**src/rtl/alu_arb_pkg.sv**
```systemverilog
// Shared constants for the two-requester ALU arbiter: op bit positions, FSM states, default latency.
// Ops 10-12 (MUL/DIV/REM) are legal only when ALU_ARB_MULDIV_EN is defined.
package alu_arb_pkg;

  localparam int OP_ADD  = 0;
  localparam int OP_SUB  = 1;
  localparam int OP_XOR  = 2;
  localparam int OP_OR   = 3;
  localparam int OP_AND  = 4;
  localparam int OP_SLL  = 5;
  localparam int OP_SRL  = 6;
  localparam int OP_SRA  = 7;
  localparam int OP_SLT  = 8;
  localparam int OP_SLTU = 9;
  localparam int OP_MUL  = 10;
  localparam int OP_DIV  = 11;
  localparam int OP_REM  = 12;

  localparam int MULDIV_LAT_DEFAULT = 4;

  typedef enum logic [1:0] {
    ST_IDLE = 2'd0,
    ST_EXEC = 2'd1,
    ST_RESP = 2'd2
  } state_t;

  // One-hot within [12:0], nothing above; multi-cycle ops only when the muldiv unit is enabled.
  function automatic logic op_legal(input logic [15:0] op);
    logic ok;
    ok = (op[15:13] == 3'b000) && $onehot(op[12:0]);
`ifndef ALU_ARB_MULDIV_EN
    ok = ok && (op[OP_REM:OP_MUL] == 3'b000);
`endif
    return ok;
  endfunction

endpackage

```
**src/rtl/alu_rr_arb2.sv**
```systemverilog
// Two-way round-robin grant; the pointer flips to the loser side after every accepted grant.
module alu_rr_arb2 (
  input  logic       clk,
  input  logic       rst_n,
  input  logic [1:0] req,
  input  logic       advance,
  output logic [1:0] grant
);

  logic ptr;

  always_comb begin
    grant = 2'b00;
    if (ptr == 1'b0) begin
      if (req[0])      grant = 2'b01;
      else if (req[1]) grant = 2'b10;
    end else begin
      if (req[1])      grant = 2'b10;
      else if (req[0]) grant = 2'b01;
    end
  end

  // A withdrawn request never advances, so the pointer only moves on a real handshake.
  always_ff @(posedge clk or negedge rst_n) begin
    if (!rst_n) begin
      ptr <= 1'b0;
    end else if (advance) begin
      ptr <= grant[0];
    end
  end

endmodule

```
**src/rtl/alu_arbiter.sv**
```systemverilog
// Shares one combinational ALU between two requesters, one operation in flight (IDLE -> EXEC -> RESP).
// Define ALU_ARB_MULDIV_EN to enable multi-cycle MUL/DIV/REM; otherwise those ops report rsp_err.
module alu_arbiter
  import alu_arb_pkg::*;
#(
  parameter int MULDIV_LAT = MULDIV_LAT_DEFAULT
) (
  input  logic        clk,
  input  logic        rst_n,
  input  logic [1:0]  req_valid,
  output logic [1:0]  req_ready,
  input  logic [31:0] req_op,
  input  logic [63:0] req_a,
  input  logic [63:0] req_b,
  output logic        rsp_valid,
  input  logic        rsp_ready,
  output logic        rsp_id,
  output logic [63:0] rsp_data,
  output logic        rsp_err,
  output logic [31:0] alu_in1,
  output logic [31:0] alu_in2,
  output logic [15:0] alu_instr,
  input  logic [63:0] alu_out
);

  state_t      state;
  logic        run;
  logic        launched;
  logic        op_id;
  logic [15:0] op_q;
  logic [31:0] a_q;
  logic [31:0] b_q;
  logic [1:0]  grant;
  logic        fire;
  logic        fire_id;
  logic        last;
  logic        legal;
  logic        div_zero;
  logic        drive_alu;
  logic [15:0] sel_op;
  logic [31:0] sel_a;
  logic [31:0] sel_b;
  logic [63:0] result;

  alu_rr_arb2 u_arb (
    .clk     (clk),
    .rst_n   (rst_n),
    .req     (req_valid),
    .advance (fire),
    .grant   (grant)
  );

  // run keeps req_ready low until the first edge after reset release.
  assign req_ready = (state == ST_IDLE && run) ? grant : 2'b00;
  assign fire      = |(req_valid & req_ready);
  assign fire_id   = req_ready[1];
  assign sel_op    = fire_id ? req_op[31:16] : req_op[15:0];
  assign sel_a     = fire_id ? req_a[63:32]  : req_a[31:0];
  assign sel_b     = fire_id ? req_b[63:32]  : req_b[31:0];

  assign legal     = op_legal(op_q);
  assign div_zero  = legal && (op_q[OP_DIV] || op_q[OP_REM]) && (b_q == 32'h0);
  assign drive_alu = legal && !div_zero;

  always_comb begin
    result = 64'h0;
    if (div_zero) begin
      result = op_q[OP_DIV] ? 64'h0000_0000_FFFF_FFFF : {32'h0, a_q};
    end else if (legal) begin
      result = alu_out;
    end
  end

`ifdef ALU_ARB_MULDIV_EN
  logic [3:0] cnt;
  logic [3:0] lat_init;

  assign lat_init = (drive_alu && (op_q[OP_REM:OP_MUL] != 3'b000)) ? 4'(MULDIV_LAT) : 4'd1;
  assign last     = (cnt == 4'd1);

  always_ff @(posedge clk or negedge rst_n) begin
    if (!rst_n) begin
      cnt <= 4'd0;
    end else if (state == ST_EXEC) begin
      if (!launched)  cnt <= lat_init;
      else if (!last) cnt <= cnt - 4'd1;
    end else begin
      cnt <= 4'd0;
    end
  end
`else
  assign last = 1'b1;
`endif

  // First EXEC cycle registers the ALU drive; alu_out is captured while alu_instr is still presented.
  always_ff @(posedge clk or negedge rst_n) begin
    if (!rst_n) begin
      state     <= ST_IDLE;
      run       <= 1'b0;
      launched  <= 1'b0;
      op_id     <= 1'b0;
      op_q      <= 16'h0;
      a_q       <= 32'h0;
      b_q       <= 32'h0;
      alu_instr <= 16'h0;
      alu_in1   <= 32'h0;
      alu_in2   <= 32'h0;
      rsp_valid <= 1'b0;
      rsp_id    <= 1'b0;
      rsp_data  <= 64'h0;
      rsp_err   <= 1'b0;
    end else begin
      run <= 1'b1;
      case (state)
        ST_IDLE: begin
          if (fire) begin
            state    <= ST_EXEC;
            launched <= 1'b0;
            op_id    <= fire_id;
            op_q     <= sel_op;
            a_q      <= sel_a;
            b_q      <= sel_b;
          end
        end
        ST_EXEC: begin
          if (!launched) begin
            launched  <= 1'b1;
            alu_in1   <= a_q;
            alu_in2   <= b_q;
            alu_instr <= drive_alu ? op_q : 16'h0;
          end else if (last) begin
            state     <= ST_RESP;
            launched  <= 1'b0;
            alu_instr <= 16'h0;
            alu_in1   <= 32'h0;
            alu_in2   <= 32'h0;
            rsp_valid <= 1'b1;
            rsp_id    <= op_id;
            rsp_err   <= ~legal;
            rsp_data  <= result;
          end
        end
        ST_RESP: begin
          if (rsp_ready) begin
            state     <= ST_IDLE;
            rsp_valid <= 1'b0;
            rsp_id    <= 1'b0;
            rsp_err   <= 1'b0;
            rsp_data  <= 64'h0;
          end
        end
        default: state <= ST_IDLE;
      endcase
    end
  end

endmodule

```
**config.mk**
```make
export PLATFORM = sky130hd
export DESIGN_NAME = alu_arbiter
export DESIGN_NICKNAME = d
export VERILOG_FILES = /design/src/rtl/alu_arb_pkg.sv /design/src/rtl/alu_rr_arb2.sv /design/src/rtl/alu_arbiter.sv
export SDC_FILE = /design/constraint.sdc
export NUM_CORES = 1
export LEC_CHECK = 0
export ABC_CLOCK_PERIOD_IN_PS = 6560
export CAP_MARGIN = 20
export CORE_AREA = 2 2 161 147
export CTS_CLUSTER_DIAMETER = 150
export DETAILED_ROUTE_END_ITERATION = 16
export DIE_AREA = 0 0 163 149
export GPL_ROUTABILITY_DRIVEN = 0
export PLACE_DENSITY = 0.86
export SLEW_MARGIN = 20
export SYNTH_ARGS = -nofsm -noshare
export SYNTH_HDL_FRONTEND = slang
export SYNTH_HIERARCHICAL = 1
export SYNTH_SLANG_ARGS = --single-unit
```
**constraint.sdc**
```tcl
create_clock -name clk -period 6.56 [get_ports clk]
set_input_delay 0.984 -clock clk [delete_from_list [all_inputs] [get_ports clk]]
set_output_delay 0.984 -clock clk [all_outputs]
set_load 0.005 [all_outputs]
```
==> metrics.yaml, run 1 <==
outcome: "finished, final reports clean"
root_buffer: "clkbuf_16"
synthMuxAreaShare_pct: 0.134
rr_endpoint: "rsp_data[10]"
netlist.area_leader.share_pct: 52.1
cp.arrival_ns: 5.28
die_y_um: 149
cts_tree: "done"
dpl.hpwl_um: 22000
synth.distinct_cells: 40
grt_max_degree: 149
post_cts_resized: 0
synth_top_family_by_area: "simple AND/OR/NAND/NOR gates"
clk_latency_ns: 0.53
rrSetupSlack_ns: 1.65
critPathLaunchType: "flip-flop"
grt_pass1_vias: 9439
ys_seq_area_share_pct: 52.1
worst-path-stages: 13
slowest_stage: "buf_4"
tightest_slew_ns: 0.981
endpoint: "rsp_data[10]"
crit_buf_inv: 4
slew_viol_final: 0
synth-seq-cells: 233
ant_nets: 0
clkTransAtPathRegs_ns: 0.06
critPathCaptureType: "flip-flop"
avgSynthCellArea_um2: 11.1
synth_compound_area_share_pct: 17.0
peakVddDrop_uv: 1320
layout_commonest_cell: "clkdlybuf4s50_1"
fillers: 1634
first_pass_iters: 5
clock-sinks: 233
finalNetCount: 1546
critPathRequiredTime_ns: 6.93
crit_top_cell: "fa_1"
h-tree-depth: 1
timing.rr.start: "op_q[5]"
rsz0062_at_grt: "false"
synth_fp_nets: 1247
area_growth_pct: 42.3
synth_xor_area_share_pct: 0.0783
syn_area_um2: 11200
grt_overflow: 0
fin_cells: 1629
fmax_ghz: 0.204
synth_edf_count: 0
crit_family: "adder cells"
fin_crit_ns: 4.91
finalSetupViolations: 0
clock_path_buffers: 3
clock_skew_ns: 0.0192
p_leak_nw: 6.14
finalSetupTns_ns: 0
drive_above_1_share_pct: 6.56
yosys.area_share.simple_pct: 23.0
async_flop_share_pct: 100
num_io_pins: 378
critPathLaunch: "op_q[5]"
grt_usage_pct: 26.9
grt_pass1_wl_um: 52100
fin_crit_sh_pct: 74.9
drtIter0Drc: 971
cp_slowest_stage_delay_ns: 0.55
yosysWarnings: 6
cts_inserted_buffers: 26
fp.coreArea_um2: 22900
post-route-drc-count: 0
mostFrequentLayoutCells: "clkdlybuf4s50_1, dfrtp_1, nand4b_1"
placedCellCount: 1580
r2r_cells: 13
synth_flop_cell: "dfrtp_1"
die_x_um: 163
antenna_found_initial: 1
vias_per_cell: 5.90
post_cts_buffers: 0
critPathMaxFanout: 42
synth_area_leader_cell: "dfrtp_1"
hold_path_class: "input port to asynchronous set/reset pin"
synth_fa_ha_area_share_pct: 1.77
syn-instance-count: 1007
cp_cell_sequence: "fa_1 > fa_1 > inv_1 > fa_1 > fa_1 > inv_1 > fa_1 > inv_1 > fa_1 > nor2b_1 > nand2_2 > buf_4 > o31ai_1"
hold_viol_final: 0
initial_core_util_pct: 48.9
wl_per_cell_um: 20.5
maxSlewHeadroom_pct: 34.6
rows: 53
io_buffers: 377
netlist_top_cells_area: "dfrtp_1, nand4b_1, o221a_1"
holdBufCountCts: 0
drv_cap: 0
num_vias: 9617
finalWirelength_um: 33500
die-area_um2: 24300
p_per_area_nw_per_um2: 478
crit_type: "flip-flop to flip-flop"
## layer usage
metal  wire, µm  global-route usage [%]
met4        872                    7.43
met5          0                       0
met3       2920                    6.98
met2      16600                    45.6
met1      13000                    34.3
## registers in the layout, summed over array words and instances, names as in the netlist
register,flops
a_q,32
alu_in1,32
alu_in2,32
alu_instr,16
b_q,32
launched,1
op_id,1
op_q,16
rsp_data,64
rsp_err,1
rsp_id,1
rsp_valid,1
run,1
state,2
u_arb/ptr,1
## cell usage after synthesis (all sizes together), types with 2 or more instances
master    n
fa        8
nand2    84
buf      67
dfrtp   233
nand4b  154
ha        3
inv      16
o21ai    67
a21boi    2
clkbuf   55
o31ai    74
nor3b     2
nand3    65
nor2      3
nand2b   66
nand3b    2
nor3      2
and2      8
o221a    80
nor2b     3
## stage by stage
| step | instance area (µm²) | power, mW | utilization (%) | hold slack (ns) | setup slack [ns] |
|---|---|---|---|---|---|
| floorplan | 11200 | 5.01 | - | 0.447 | 2.49 |
| global placement | 14900 | 5.84 | 65.3 | 0.459 | 1.77 |
| detailed placement | 14900 | 5.99 | 65.3 | 0.468 | 1.68 |
| CTS | 15900 | 7.64 | 69.5 | 0.475 | 1.67 |
| global route | 15900 | 8.06 | 69.5 | 0.490 | 1.45 |
| finish | 15900 | 7.60 | 69.5 | 0.438 | 1.65 |
## worst reg2reg max path: cells and delay by family, from the launching register on
family	cells	cell delay [ns]
buf+inv	4	0.75
flops	1	0.42
simple gates	2	0.69
fa+ha+maj	6	2.72
compound gates	1	0.17
## cell families (layout without fill, tap and decap cells)
family          count (synthesis)  in the layout
other cells                     1              2
xor+xnor                        1              1
compound gates                228            228
simple gates                  394            394
flops                         233            233
mux                             1              1
fa+ha+maj                      11             11
buf+inv                       138            457
## where the power goes
group	switching, mW	leakage, nW	total (mW)	internal, mW
Sequential	0.326	2.93	2.21	1.88
Clock	0.596	0.477	1.62	1.03
Combinational	2.34	2.73	3.77	1.43
## worst min-delay path by stage
stage                  from      endpoint  slack, ns
2_1_floorplan         op_id        rsp_id       0.45
3_3_place_gp    alu_in1[16]   alu_in1[16]       0.46
3_5_place_dp   alu_instr[9]  alu_instr[9]       0.47
4_1_cts               rst_n    alu_in1[0]       0.48
5_1_grt               rst_n    alu_in1[4]       0.49
6_report              rst_n    alu_in1[4]       0.44
## cell type report
type | count | area, µm² | share of cell area (%)
inverter | 16 | 60.1 | 0.377
clock inverter | 12 | 194 | 1.22
multi-input combinational | 636 | 4760 | 29.9
timing repair buffer | 393 | 3910 | 24.6
sequential | 233 | 5830 | 36.6
tap | 302 | 378 | 2.37
clock buffer | 36 | 779 | 4.90
antenna | 1 | 2.50 | 0.0157
(Power assumes the default switching activity.)
==> run 2: changes to the inputs <==
- ABC_CLOCK_PERIOD_IN_PS: 6560 -> 4500
- CORE_AREA: 2 2 161 147 -> 2 2 175 160
- DIE_AREA: 0 0 163 149 -> 0 0 177 162
- PLACE_DENSITY: 0.86 -> 0.77
- clock period: 6.56 -> 4.5 ns (I/O delays scaled with it)
==> run 2 against run 1 <==
  * Cell count grew 3.0%
  * Count of clock-buffer cells in the layout is 1 higher
  * Final area fell by 0.17%
  * Critical endpoint is now rsp_data[36]
  * First-iteration DRC count fell by 37%
  * Clock skew fell by 0.0066 ns
  * Global-route usage fell by 3.6 points
  * Die area increased by 18%
  * Combinational power grew 70%
  * Critical path depth unchanged
  * Critical path type unchanged
==> metrics.yaml, run 2 (synthesis results as in run 1) <==
critPathLaunchType: "flip-flop"
vias_per_cell: 5.64  # -4.5%
clkTransAtPathRegs_ns: 0.06  # about the same
layout_commonest_cell: "clkdlybuf4s50_1"
die_y_um: 162  # +8.7%
area_growth_pct: 42.1
grt_max_degree: 107  # -28%
grt_pass1_vias: 9259  # -1.9%
slew_viol_final: 0  # unchanged
num_vias: 9464  # -1.6%
finalWirelength_um: 34400  # +2.7%
crit_type: "flip-flop to flip-flop"
design_area_um2: 15900  # -0.17%
post_cts_buffers: 0  # unchanged
cp_slowest_stage_delay_ns: 0.52  # -0.03 ns
num_io_pins: 378  # unchanged
rows: 57  # +7.5%
drv_cap: 0  # unchanged
power_switching_mw: 5.33  # +64%
placedCellCount: 1635  # +3.5%
holdBufCountCts: 0  # unchanged
io_buffers: 377  # unchanged
swShare_pct: 45.9  # +3.0 points
clock_skew_ns: 0.0126  # -0.00660 ns
hold_viol_final: 0  # unchanged
root_buffer: "clkbuf_16"
crit_top_cell: "fa_1"
finalNetCount: 1549  # +0.19%
outcome: "finished, final reports clean"
clk_latency_ns: 0.52  # about the same
peakVddDrop_uv: 3640  # +180%
comb_power_share_pct: 55.3  # +5.7 points
finalPower_mw: 11.6  # +53%
fin_crit_ns: 4.26  # -0.652 ns
p_int_mw: 6.28  # +45%
clock_path_buffers: 3  # unchanged
grt_overflow: 0  # unchanged
critPathCaptureType: "flip-flop"
fillers: 2214  # +35%
critPathRequiredTime_ns: 4.91  # -2.02 ns
wl_per_cell_um: 20.5  # -0.31%
hold_path_class: "input port to asynchronous set/reset pin"
grt_pass1_wl_um: 52700  # +1.1%
seqPwrFrac_pct: 27.5  # -1.6 points
fmax_ghz: 0.235  # +15%
p_per_area_nw_per_um2: 731  # +53%
fp.coreArea_um2: 26700  # +17%
post_cts_resized: 0  # unchanged
finalSetupViolations: 0  # unchanged
ant_nets: 0  # unchanged
drtIter0Drc: 607  # -37%
rsz0062_at_grt: "false"
place_area_um2: 15100  # +1.0%
clock-sinks: 233  # unchanged
holdWs_ns: 0.179  # -0.259 ns
p_clk_share_pct: 17.2  # -4.1 points
post-route-drc-count: 0  # unchanged
first_pass_iters: 5  # unchanged
fin_cells: 1678  # +3.0%
drive_above_1_share_pct: 6.20  # -0.36 points
die_x_um: 177  # +8.6%
tightest_slew_ns: 1.08  # +0.0945 ns
maxSlewHeadroom_pct: 28.1  # -6.5 points
regMostFlops: "rsp_data"
p_leak_nw: 6.09  # -0.79%
cp_cell_sequence: "fa_1 > fa_1 > inv_1 > fa_1 > fa_1 > inv_1 > fa_1 > inv_1 > fa_1 > nor2b_1 > nand2_2 > buf_12 > o31ai_1"
critPathMaxFanout: 74  # +76%
cts_inserted_buffers: 26  # unchanged
finalSetupTns_ns: 0  # unchanged
largest_register_ffs: 64  # unchanged
h-tree-depth: 1  # unchanged
dpl.hpwl_um: 22600  # +2.4%
slowest_stage: "fa_1"
mostFrequentLayoutCells: "clkdlybuf4s50_1, dfrtp_1, nand4b_1"
fin_crit_sh_pct: 94.7  # +20 points
grt_usage_pct: 23.3  # -3.6 points
cts_tree: "done"
antenna_found_initial: 2  # +1
initial_core_util_pct: 41.8  # -7.1 points
die-area_um2: 28700  # +18%
cp.arrival_ns: 4.67  # -0.61 ns
run 2: area by class of cell:
type	instances	area [µm²]	share of cell area [%]
Clock inverter	5	27.5	0.173
Antenna cell	1	2.50	0.0158
Tap cell	354	443	2.79
Sequential cell	233	5830	36.7
Clock buffer	37	763	4.81
Timing Repair Buffer	396	4000	25.2
Inverter	16	60.1	0.378
Multi-Input combinational cell	636	4760	30.0
run 2: layer usage:
layer  track usage (%)  share of wire [%]
met5                 0              0.038
met4              5.82                2.4
met3              7.30                 10
met2              38.4                 47
met1              29.7                 41
run 2: power groups by stage:
stage                     logic, mW  clock network [mW]  registers [mW]
after floorplan                4.20                   0            3.11
after global placement         6.25                   0            3.20
after detailed placement       6.44                   0            3.23
after CTS                      6.52                2.05            3.20
after global routing           7.02                2.13            3.29
final                          6.42                2.00            3.20
run 2: stage by stage:
step	setup slack [ns]	util [%]
3_5_place_dp	0.271	56.4
2_1_floorplan	0.432	-
5_1_grt	0.0883	59.4
4_1_cts	0.249	59.4
3_3_place_gp	0.361	56.4
6_report	0.240	59.4
run 2: worst max-delay path: cells and delay by family (launching register included):
kind | cells | cell delay (ns)
AO/OA/AOI/OAI | 1 | 0.33
adder cells (fa/ha/maj) | 6 | 2.65
buffers and inverters | 4 | 0.42
AND/OR/NAND/NOR | 2 | 0.28
flip-flops | 1 | 0.42
run 2: final timing paths:
check                           startpoint            to  slack [ns]  cells after the start
worst max-delay path               op_q[5]  rsp_data[36]        0.24                     13
worst min-delay path                 rst_n   rsp_data[9]        0.18                      1
worst max register to register     op_q[5]  rsp_data[36]        0.24                     13
worst min register to register  alu_in2[4]    alu_in2[4]        0.47                      2
max in group asynchronous            rst_n        a_q[7]        3.24                      2
min in group clk                alu_in2[4]    alu_in2[4]        0.47                      2
==> run 3: changes to the inputs <==
- ABC_CLOCK_PERIOD_IN_PS: 4500 -> unset
==> results of run 3 <==
Same layout as run 2: the final DEF is identical, and so are final timing and power.
